[config.mk]
export PLATFORM = sky130hd
export DESIGN_NAME = vga_timing_gen
export DESIGN_NICKNAME = d
export VERILOG_FILES = /design/src/rtl/vga_timing_pkg.sv /design/src/rtl/pixel_tick_div.sv /design/src/rtl/vga_timing_gen.sv
export SDC_FILE = /design/constraint.sdc
export NUM_CORES = 1
export LEC_CHECK = 0
export CORE_ASPECT_RATIO = 1.25
export CORE_MARGIN = 4
export CORE_UTILIZATION = 48
export CTS_CLUSTER_SIZE = 12
export DETAILED_ROUTE_END_ITERATION = 10
export PLACE_DENSITY = 0.88
export SYNTH_ARGS = -nofsm -noshare
export SYNTH_HDL_FRONTEND = slang
export SYNTH_SLANG_ARGS = --single-unit
[constraint.sdc]
create_clock -name clk -period 1.97 [get_ports clk]
set_input_delay 0.394 -clock clk [delete_from_list [all_inputs] [get_ports clk]]
set_output_delay 0.394 -clock clk [all_outputs]
set_load 0.005 [all_outputs]
[src/rtl/vga_timing_pkg.sv]
// Shared VGA timing constants and the coordinate-width helper used by the
// raster timing generator.
package vga_timing_pkg;

    // 640x480 @ 60 Hz, 25.175 MHz pixel clock
    localparam int unsigned VGA640_H_DISPLAY = 640;
    localparam int unsigned VGA640_H_FRONT   = 16;
    localparam int unsigned VGA640_H_SYNC    = 96;
    localparam int unsigned VGA640_H_BACK    = 48;
    localparam int unsigned VGA640_V_DISPLAY = 480;
    localparam int unsigned VGA640_V_FRONT   = 10;
    localparam int unsigned VGA640_V_SYNC    = 2;
    localparam int unsigned VGA640_V_BACK    = 33;
    localparam int unsigned VGA640_H_TOTAL   = VGA640_H_DISPLAY + VGA640_H_FRONT
                                             + VGA640_H_SYNC + VGA640_H_BACK;
    localparam int unsigned VGA640_V_TOTAL   = VGA640_V_DISPLAY + VGA640_V_FRONT
                                             + VGA640_V_SYNC + VGA640_V_BACK;

    // 800x600 @ 60 Hz, 40 MHz pixel clock (positive syncs)
    localparam int unsigned SVGA800_H_DISPLAY = 800;
    localparam int unsigned SVGA800_H_FRONT   = 40;
    localparam int unsigned SVGA800_H_SYNC    = 128;
    localparam int unsigned SVGA800_H_BACK    = 88;
    localparam int unsigned SVGA800_V_DISPLAY = 600;
    localparam int unsigned SVGA800_V_FRONT   = 1;
    localparam int unsigned SVGA800_V_SYNC    = 4;
    localparam int unsigned SVGA800_V_BACK    = 23;
    localparam int unsigned SVGA800_H_TOTAL   = SVGA800_H_DISPLAY + SVGA800_H_FRONT
                                              + SVGA800_H_SYNC + SVGA800_H_BACK;
    localparam int unsigned SVGA800_V_TOTAL   = SVGA800_V_DISPLAY + SVGA800_V_FRONT
                                              + SVGA800_V_SYNC + SVGA800_V_BACK;

    // Smallest coordinate width that can hold 0..total-1 on both axes.
    function automatic int unsigned coord_width(input int unsigned h_total,
                                                input int unsigned v_total);
        int unsigned m;
        m = (h_total > v_total) ? h_total : v_total;
        return (m <= 1) ? 32'd1 : 32'($clog2(m));
    endfunction

endpackage

[src/rtl/pixel_tick_div.sv]
// System-clock to pixel-rate divider; step_c pulses on the clock whose edge
// wraps the divider back to zero.
module pixel_tick_div #(
    parameter int unsigned CLK_DIV = 4
) (
    input  logic clk,
    input  logic reset,
    input  logic enable,
    output logic step_c
);

    localparam int unsigned DIV_W = (CLK_DIV > 1) ? $clog2(CLK_DIV) : 1;
    localparam logic [DIV_W-1:0] DIV_LAST = DIV_W'(CLK_DIV - 1);

    logic [DIV_W-1:0] div_cnt;

    assign step_c = enable && (div_cnt == DIV_LAST);

    // Holds its phase while disabled so a resume continues mid-pixel.
    always_ff @(posedge clk or posedge reset) begin
        if (reset) begin
            div_cnt <= '0;
        end else if (enable) begin
            div_cnt <= step_c ? '0 : div_cnt + DIV_W'(1);
        end
    end

endmodule

[src/rtl/vga_timing_gen.sv]
// Parametrised VGA raster timing generator: pixel coordinates, sync pulses,
// line/frame strobes and a frame counter, all registered and cycle-aligned.
module vga_timing_gen
    import vga_timing_pkg::*;
#(
    parameter int unsigned H_DISPLAY   = VGA640_H_DISPLAY,
    parameter int unsigned H_FRONT     = VGA640_H_FRONT,
    parameter int unsigned H_SYNC      = VGA640_H_SYNC,
    parameter int unsigned H_BACK      = VGA640_H_BACK,
    parameter int unsigned V_DISPLAY   = VGA640_V_DISPLAY,
    parameter int unsigned V_FRONT     = VGA640_V_FRONT,
    parameter int unsigned V_SYNC      = VGA640_V_SYNC,
    parameter int unsigned V_BACK      = VGA640_V_BACK,
    parameter int unsigned CLK_DIV     = 4,
    parameter bit          HSYNC_POL   = 1'b0,
    parameter bit          VSYNC_POL   = 1'b0,
    parameter int unsigned COORD_W     = coord_width(H_DISPLAY + H_FRONT + H_SYNC + H_BACK,
                                                     V_DISPLAY + V_FRONT + V_SYNC + V_BACK),
    parameter int unsigned FRAME_CNT_W = 8
) (
    input  logic                   clk,
    input  logic                   reset,
    input  logic                   enable,
    output logic                   hsync,
    output logic                   vsync,
    output logic                   display_on,
    output logic                   p_tick,
    output logic [COORD_W-1:0]     x_pos,
    output logic [COORD_W-1:0]     y_pos,
    output logic                   line_start,
    output logic                   frame_start,
    output logic [FRAME_CNT_W-1:0] frame_count
);

    localparam int unsigned H_TOTAL = H_DISPLAY + H_FRONT + H_SYNC + H_BACK;
    localparam int unsigned V_TOTAL = V_DISPLAY + V_FRONT + V_SYNC + V_BACK;

    if (CLK_DIV < 1) begin : g_bad_clk_div
        $error("vga_timing_gen: CLK_DIV must be at least 1");
    end
    if ((64'(H_TOTAL) > (64'(1) << COORD_W)) || (64'(V_TOTAL) > (64'(1) << COORD_W))) begin : g_bad_coord_w
        $error("vga_timing_gen: COORD_W too narrow for H_TOTAL/V_TOTAL");
    end

    localparam logic [COORD_W-1:0] X_LAST   = COORD_W'(H_TOTAL - 1);
    localparam logic [COORD_W-1:0] Y_LAST   = COORD_W'(V_TOTAL - 1);
    localparam logic [COORD_W-1:0] H_DISP_C = COORD_W'(H_DISPLAY);
    localparam logic [COORD_W-1:0] V_DISP_C = COORD_W'(V_DISPLAY);
    localparam logic [COORD_W-1:0] HS_FIRST = COORD_W'(H_DISPLAY + H_FRONT);
    localparam logic [COORD_W-1:0] HS_LAST  = COORD_W'(H_DISPLAY + H_FRONT + H_SYNC - 1);
    localparam logic [COORD_W-1:0] VS_FIRST = COORD_W'(V_DISPLAY + V_FRONT);
    localparam logic [COORD_W-1:0] VS_LAST  = COORD_W'(V_DISPLAY + V_FRONT + V_SYNC - 1);

    logic                   step_c;
    logic [COORD_W-1:0]     x_nxt;
    logic [COORD_W-1:0]     y_nxt;
    logic [FRAME_CNT_W-1:0] fc_nxt;
    logic                   hs_act_nxt;
    logic                   vs_act_nxt;
    logic                   de_nxt;

    pixel_tick_div #(
        .CLK_DIV (CLK_DIV)
    ) u_div (
        .clk    (clk),
        .reset  (reset),
        .enable (enable),
        .step_c (step_c)
    );

    // Next raster position; decode works on it so syncs line up with x/y.
    always_comb begin
        x_nxt  = x_pos + COORD_W'(1);
        y_nxt  = y_pos;
        fc_nxt = frame_count;
        if (x_pos == X_LAST) begin
            x_nxt = '0;
            if (y_pos == Y_LAST) begin
                y_nxt  = '0;
                fc_nxt = frame_count + FRAME_CNT_W'(1);
            end else begin
                y_nxt = y_pos + COORD_W'(1);
            end
        end
        hs_act_nxt = (x_nxt >= HS_FIRST) && (x_nxt <= HS_LAST);
        vs_act_nxt = (y_nxt >= VS_FIRST) && (y_nxt <= VS_LAST);
        de_nxt     = (x_nxt < H_DISP_C) && (y_nxt < V_DISP_C);
    end

    always_ff @(posedge clk or posedge reset) begin
        if (reset) begin
            x_pos       <= '0;
            y_pos       <= '0;
            frame_count <= '0;
            hsync       <= ~HSYNC_POL;
            vsync       <= ~VSYNC_POL;
            display_on  <= 1'b1;
            p_tick      <= 1'b0;
            line_start  <= 1'b0;
            frame_start <= 1'b0;
        end else begin
            p_tick      <= step_c;
            line_start  <= step_c && (x_nxt == '0);
            frame_start <= step_c && (x_nxt == '0) && (y_nxt == '0);
            if (step_c) begin
                x_pos       <= x_nxt;
                y_pos       <= y_nxt;
                frame_count <= fc_nxt;
                hsync       <= hs_act_nxt ? HSYNC_POL : ~HSYNC_POL;
                vsync       <= vs_act_nxt ? VSYNC_POL : ~VSYNC_POL;
                display_on  <= de_nxt;
            end
        end
    end

endmodule

; ---- Word level (Yosys, flattened, before mapping)
; Cells that the tools add are included.
[word_totals]
ff_bits = 36
output_inout_bits = 34
wordCells = 38
[classes]
n_lt_le_gt_ge = 6
addsub = 4
n_mux = 6
n_reduce_logical = 9
eq_ne = 3
[ops]
columns = op, n
row1 = two-way mux 10 bit, 3
row2 = "adder 10 x 1 -> 10 bit, second input constant", 2
row3 = "== test 10 bit, second input constant", 2
row4 = zero test 10 bit, 2
row5 = ">= comparator 10 bit, second input constant", 1
row6 = ">= comparator 10 x 9 -> 1 bit, second input constant", 1
row7 = "less-or-equal comparator 10 bit, second input constant", 1
row8 = "less-or-equal comparator 10 x 9 -> 1 bit, second input constant", 1
row9 = "< comparator 10 bit, second input constant", 1
row10 = "< comparator 10 x 9 -> 1 bit, second input constant", 1
row11 = "adder 8 x 1 -> 8 bit, second input constant", 1
row12 = logical AND 1 bit, 6
row13 = AND reduction 3 bit, 1
row14 = "adder 2 x 1 -> 2 bit, second input constant", 1
row15 = "== test 2 bit, second input constant", 1
row16 = two-way mux 1 bit, 2
row17 = two-way mux 2 bit, 1

; ---- Longest topological paths before layout
[depth]
word_depth = 6
mapped_depth = 10
ltp_nobuf = 8

; ---- Cells and area by module
; A second synthesis with hierarchy kept.
[unflattened]
cells_unflattened = 259
area_unflattened_um2 = 2306.0
[by_module_without_submodules]
columns = mod, cells_each, instances, area_per_inst_um2
row1 = vga_timing_gen, 251, 1, 2205.9
row2 = pixel_tick_div, 8, 1, 100.1

; ---- Worst setup path after synthesis
; No wires, ideal clock.
[synth_timing]
path_type = register to register
startpoint = register x_pos[0]
endpoint = register frame_start
setup_time_ns = 0.095
t_required_ns = 1.875
stages_incl_launch_ff = 10
arrival_time_ns = 1.872
slack_ns = 0.003
cell_sequence = dfrtp_1 > ha_1 > and4_1 > buf_4 > nand3_1 > buf_2 > nor2_1 > a22oi_1 > nand2_1 > nor4b_2
[synth_via]
elab_chain_cells = 5
[synth_lines]
columns = element, line_no
row1 = "start, declared", vga_timing_gen.sv:28  ; output logic [COORD_W-1:0] x_pos,
row2 = "start signal, assigned", vga_timing_gen.sv:106  ; x_pos <= x_nxt;
row3 = adder 10 x 1 -> 10 bit / == test 10 bit (equally long branches), "vga_timing_gen.sv:73, vga_timing_gen.sv:76"
row4 = two-way mux 10 bit, vga_timing_gen.sv:76  ; if (x_pos == X_LAST) begin
row5 = zero test 10 bit, vga_timing_gen.sv:104  ; frame_start <= step_c && (x_nxt == '0) && (y_nxt == '0);
row6 = logical AND 1 bit, vga_timing_gen.sv:104
row7 = logical AND 1 bit (*), vga_timing_gen.sv:104
row8 = "end signal, assigned", vga_timing_gen.sv:104
row9 = "end, declared", vga_timing_gen.sv:31  ; output logic frame_start,
; Every way passes the cells marked *; elsewhere a longest branch is shown, timed or not.
; A chain may end at the register's enable or synchronous reset.

; ---- Worst setup path in the final report
[layout_timing]
startpoint = register x_pos[1]
endpoint = register frame_start
; The elaborated chain is that of the path after synthesis.

==> impl_results.html <==
<table>
<tr><th>Metric</th><th>Value</th></tr>
<tr><th colspan="2">CTS</th></tr>
<tr><td>Worst-skew pair later-pin latency</td><td>0.29 ns</td></tr>
<tr><td>H-tree levels</td><td>2</td></tr>
<tr><td>Clock tree sinks</td><td>36</td></tr>
<tr><td>Number of buffers added by the clock tree synthesis step</td><td>5</td></tr>
<tr><td>Hold-fix buffers, CTS</td><td>0</td></tr>
<tr><td>CTS tree</td><td>done</td></tr>
<tr><td>Cell at the root of the clock tree</td><td>sky130_fd_sc_hd__clkbuf_8</td></tr>
<tr><td>CTS clock-pin slew for the worst setup and hold paths</td><td>0.08 ns</td></tr>
<tr><td>Maximum buffer depth of the clock tree</td><td>2</td></tr>
<tr><th colspan="2">Global route</th></tr>
<tr><td>Global-route wire length before repair</td><td>just under 9000 microns</td></tr>
<tr><td>Vias in the first global route</td><td>~2000</td></tr>
<tr><td>Global-route usage over all layers</td><td>between 20% and 30%</td></tr>
<tr><td>Largest net degree at the start of global routing</td><td>27</td></tr>
<tr><td>Number of antenna violations at the first check in global routing</td><td>0</td></tr>
<tr><td>Residual overflow from global routing</td><td>0</td></tr>
<tr><th colspan="2">Timing</th></tr>
<tr><td>Final min period</td><td>about 1.9 ns</td></tr>
<tr><td>RSZ-0062 raised after global routing</td><td>yes</td></tr>
<tr><td>Minimum hold slack</td><td>0.4028 ns</td></tr>
<tr><td>Final worst-path cycle share</td><td>96.52%</td></tr>
<tr><td>Post-route clock skew</td><td>0.006417 ns</td></tr>
<tr><td>Transition time at the pin with the least slew margin</td><td>0.4383 ns</td></tr>
<tr><td>FMAX</td><td>around 530 MHz</td></tr>
<tr><td>Pins over their slew limit</td><td>0</td></tr>
<tr><td>Worst setup slack after layout</td><td>0.06847 ns</td></tr>
<tr><td>Setup violation total in the final timing report</td><td>0</td></tr>
<tr><td>Final hold violation count</td><td>0</td></tr>
<tr><td>Max-Slew Margin vs Limit</td><td>70.75%</td></tr>
<tr><th colspan="2">Logic synthesis</th></tr>
<tr><td>Net count of the mapped netlist</td><td>around 240</td></tr>
<tr><td>Main flop type after synthesis</td><td>sky130_fd_sc_hd__dfrtp_1</td></tr>
<tr><td>Distinct cell type count of the synthesized netlist</td><td>43</td></tr>
<tr><td>Async S/R FF share, synth</td><td>100.0%</td></tr>
<tr><td>Sequential share of the synthesized area</td><td>41.82%</td></tr>
<tr><td>Mean instance size in the synthesized netlist</td><td>around 9.2 sq um</td></tr>
<tr><td>Post-Syn Instances</td><td>235</td></tr>
<tr><td>#FFs+latches synth</td><td>36</td></tr>
<tr><td>Fraction of post-synthesis cell area in the top cell type by area</td><td>38.17%</td></tr>
<tr><td>Number of flops mapped to enable cells by yosys</td><td>0</td></tr>
<tr><td>Yosys warns</td><td>0</td></tr>
<tr><td>Largest area contributor in the netlist</td><td>sky130_fd_sc_hd__dfrtp_1</td></tr>
<tr><td>Most common cell in the synthesized netlist</td><td>sky130_fd_sc_hd__nand2_1</td></tr>
<tr><td>Area of the mapped netlist</td><td>approximately 2200 sq um</td></tr>
<tr><td>Top post-synthesis cells by count</td><td>35 x sky130_fd_sc_hd__nand2_1, 33 x sky130_fd_sc_hd__dfrtp_1, 18 x sky130_fd_sc_hd__o21ai_0</td></tr>
<tr><td>Synth top area cells</td><td>sky130_fd_sc_hd__dfrtp_1 38%, sky130_fd_sc_hd__nand2_1 6.1%, sky130_fd_sc_hd__xnor2_1 6.1%</td></tr>
<tr><th colspan="2">Flow run</th></tr>
<tr><td>Max-Cap Viols</td><td>0</td></tr>
<tr><th colspan="2">Critical path</th></tr>
<tr><td>Kind of critical path</td><td>reg2reg</td></tr>
<tr><td>Startpoint type of the worst setup path</td><td>flip-flop</td></tr>
<tr><td>Required arrival time at the worst endpoint</td><td>2.16 ns</td></tr>
<tr><td>Largest driver fanout on the critical path</td><td>6</td></tr>
<tr><td>Worst path arrival time</td><td>2.10 ns</td></tr>
<tr><td>Kind of end point of the critical path</td><td>flip-flop</td></tr>
<tr><th colspan="2">Routing</th></tr>
<tr><td>Number of iterations in the first detailed-routing pass</td><td>4</td></tr>
<tr><td>Final routed wirelength across all metal layers</td><td>5204 microns</td></tr>
<tr><td>Drt initial violations</td><td>182</td></tr>
<tr><td>Vias per inst</td><td>5.639</td></tr>
<tr><td>Final ANT Viol Nets</td><td>0</td></tr>
<tr><td>DRC Markers</td><td>0</td></tr>
<tr><td>Vias</td><td>~2000</td></tr>
<tr><td>Wire per inst</td><td>14.58 microns</td></tr>
<tr><th colspan="2">Place</th></tr>
<tr><td>Pre-CTS setup slack</td><td>-0.1102 ns</td></tr>
<tr><td>Cell total after placement</td><td>~350</td></tr>
<tr><td>Half-perimeter wire length of the detailed placement result</td><td>3886 microns</td></tr>
<tr><td>Count of buffers inserted at the top-level ports</td><td>36</td></tr>
<tr><td>Placer's final routability congestion estimate</td><td>0.8968</td></tr>
<tr><th colspan="2">Floorplanning</th></tr>
<tr><td># rows</td><td>27</td></tr>
<tr><td>Die height</td><td>around 83 microns</td></tr>
<tr><td>Area inside the core boundary</td><td>4392 sq um</td></tr>
<tr><td>Overall die width</td><td>approximately 68 microns</td></tr>
<tr><td>Die outline area</td><td>5652 sq um</td></tr>
<tr><td>Effective utilization at floorplan</td><td>between 40% and 50%</td></tr>
<tr><td>I/O pin count</td><td>37</td></tr>
<tr><th colspan="2">Pwr</th></tr>
<tr><td>Ratio of total power to cell area</td><td>658.9 nW/um^2</td></tr>
<tr><td>Static leakage</td><td>between 0.001 and 0.0015 uW</td></tr>
<tr><td>Total power</td><td>1942 uW</td></tr>
<tr><td>Peak supply drop</td><td>between 0.3 and 0.4 mV</td></tr>
<tr><th colspan="2">Cells and area</th></tr>
<tr><td>Total number of nets in the final design</td><td>307</td></tr>
<tr><td>Fraction of layout instances using a drive strength above 1</td><td>22.74%</td></tr>
<tr><td>Inserted Diodes</td><td>0</td></tr>
<tr><td>Area Overhead vs Synth</td><td>36.26%</td></tr>
<tr><td>Final instance count without filler cells</td><td>357</td></tr>
<tr><th colspan="2">Outcome</th></tr>
<tr><td>Result of the run</td><td>complete, no violations</td></tr>
<tr><th colspan="2">Hold path</th></tr>
<tr><td>Tightest Hold Check Type</td><td>in2async</td></tr>
</table>
[cells by family (layout without fill, tap and decap cells)]
| kind of cell | after synthesis | after routing | synth area share (%) |
|---|---|---|---|
| AND/OR/NAND/NOR | 97 | 97 | 24.06 |
| multiplexers | 7 | 7 | 3.470 |
| AO/OA/AOI/OAI | 42 | 42 | 12.03 |
| buffers and inverters | 24 | 88 | 5.494 |
| adder cells (fa/ha/maj) | 6 | 6 | 3.470 |
| XOR/XNOR | 23 | 23 | 9.659 |
| flip-flops | 36 | 36 | 41.82 |
[cell type report]
class | instances | area (sq um)
fillers | 335 | 1444
multi-input cells | 175 | 1182
flip-flops and latches | 36 | 904.6
repair buffers | 72 | 650.6
clock buffers | 6 | 72.57
well taps | 58 | 72.57
clock inverters | 2 | 35.03
inverters | 8 | 30.03
[worst paths after layout]
kind | end | start | slack (ns) | cells past startpoint
max | frame_start$_DFF_PP0_ | x_pos[1]$_DFFE_PP0P_ | 0.07 | 8
min | frame_count[7]$_DFFE_PP0P_ | reset | 0.40 | 2
max reg2reg | frame_start$_DFF_PP0_ | x_pos[1]$_DFFE_PP0P_ | 0.07 | 8
min reg2reg | frame_count[7]$_DFFE_PP0P_ | frame_count[7]$_DFFE_PP0P_ | 0.47 | 1
max in group asynchronous | vsync$_DFFE_PP1P_ | reset | 1.00 | 3
min in group clk | frame_count[7]$_DFFE_PP0P_ | frame_count[7]$_DFFE_PP0P_ | 0.47 | 1
[through the flow]
stage / utilization [%] / instance area [sq um] / TNS (ns)
6_report: 67.12 / 2948 / 0
5_1_grt: 67.12 / 2948 / -0.03439
4_1_cts: 66.52 / 2922 / 0
3_5_place_dp: 63.53 / 2790 / -0.1102
3_3_place_gp: 63.53 / 2790 / 0
2_1_floorplan: - / 2163 / 0
[worst max-delay path, cell delays in order, from the launching register on]
cell                        delay, ns
sky130_fd_sc_hd__dfrtp_1         0.40
sky130_fd_sc_hd__ha_1            0.20
sky130_fd_sc_hd__and4_4          0.21
sky130_fd_sc_hd__and3_4          0.17
sky130_fd_sc_hd__buf_4           0.14
sky130_fd_sc_hd__nand2_1         0.07
sky130_fd_sc_hd__mux2i_1         0.22
sky130_fd_sc_hd__o2111ai_2       0.16
sky130_fd_sc_hd__nor4b_2         0.24
[layer usage]
layer	up-vias	part of all wire (%)	track usage (%)
met5	-	0	0
met4	0	2.3	8.318
met3	15	5.4	3.789
met2	76	49	32.11
met1	973	43	26.53
li1	949	-	-
[cells in the final DEF, fill, tap and decap left out, drive strengths merged, types with 2 or more instances in the layout]
| cell type | instances |
|---|---|
| o21ai | 18 |
| nand4 | 10 |
| dfrtp | 33 |
| ha | 6 |
| buf | 36 |
| clkdlybuf4s50 | 36 |
| and3 | 7 |
| nand3 | 6 |
| nor3b | 2 |
| inv | 8 |
| a22oi | 2 |
| nor2 | 15 |
| o41ai | 2 |
| a21oi | 8 |
| xor2 | 7 |
| clkbuf | 6 |
| mux2i | 3 |
| and4 | 3 |
| nand2 | 35 |
| nor4 | 3 |
| dfstp | 3 |
| o31ai | 3 |
| xnor2 | 16 |
| nor3 | 9 |
| a31oi | 4 |
| nor2b | 2 |
| mux2 | 4 |
[report_power, final]
part / leakage (uW) / switching, uW / internal [uW]
Combinational: 0.000741 / 202 / 232
Sequential: 0.000478 / 49.0 / 817
Clock: 0.0000552 / 267 / 376
[what timing repair did]
item                       4_1_cts  5_1_grt
gates resized for setup          6        8
pin swaps                        3        3
setup buffers                    0        0
setup endpoints to repair        1        8
[sequential cells by signal (all words and copies together) (netlist names)]
name and flops:
y_pos 10, hsync 1, line_start 1, p_tick 1
vsync 1, frame_start 1, x_pos 10, u_div.div_cnt 2
display_on 1, frame_count 8
Power figures use the tool's default switching activity.
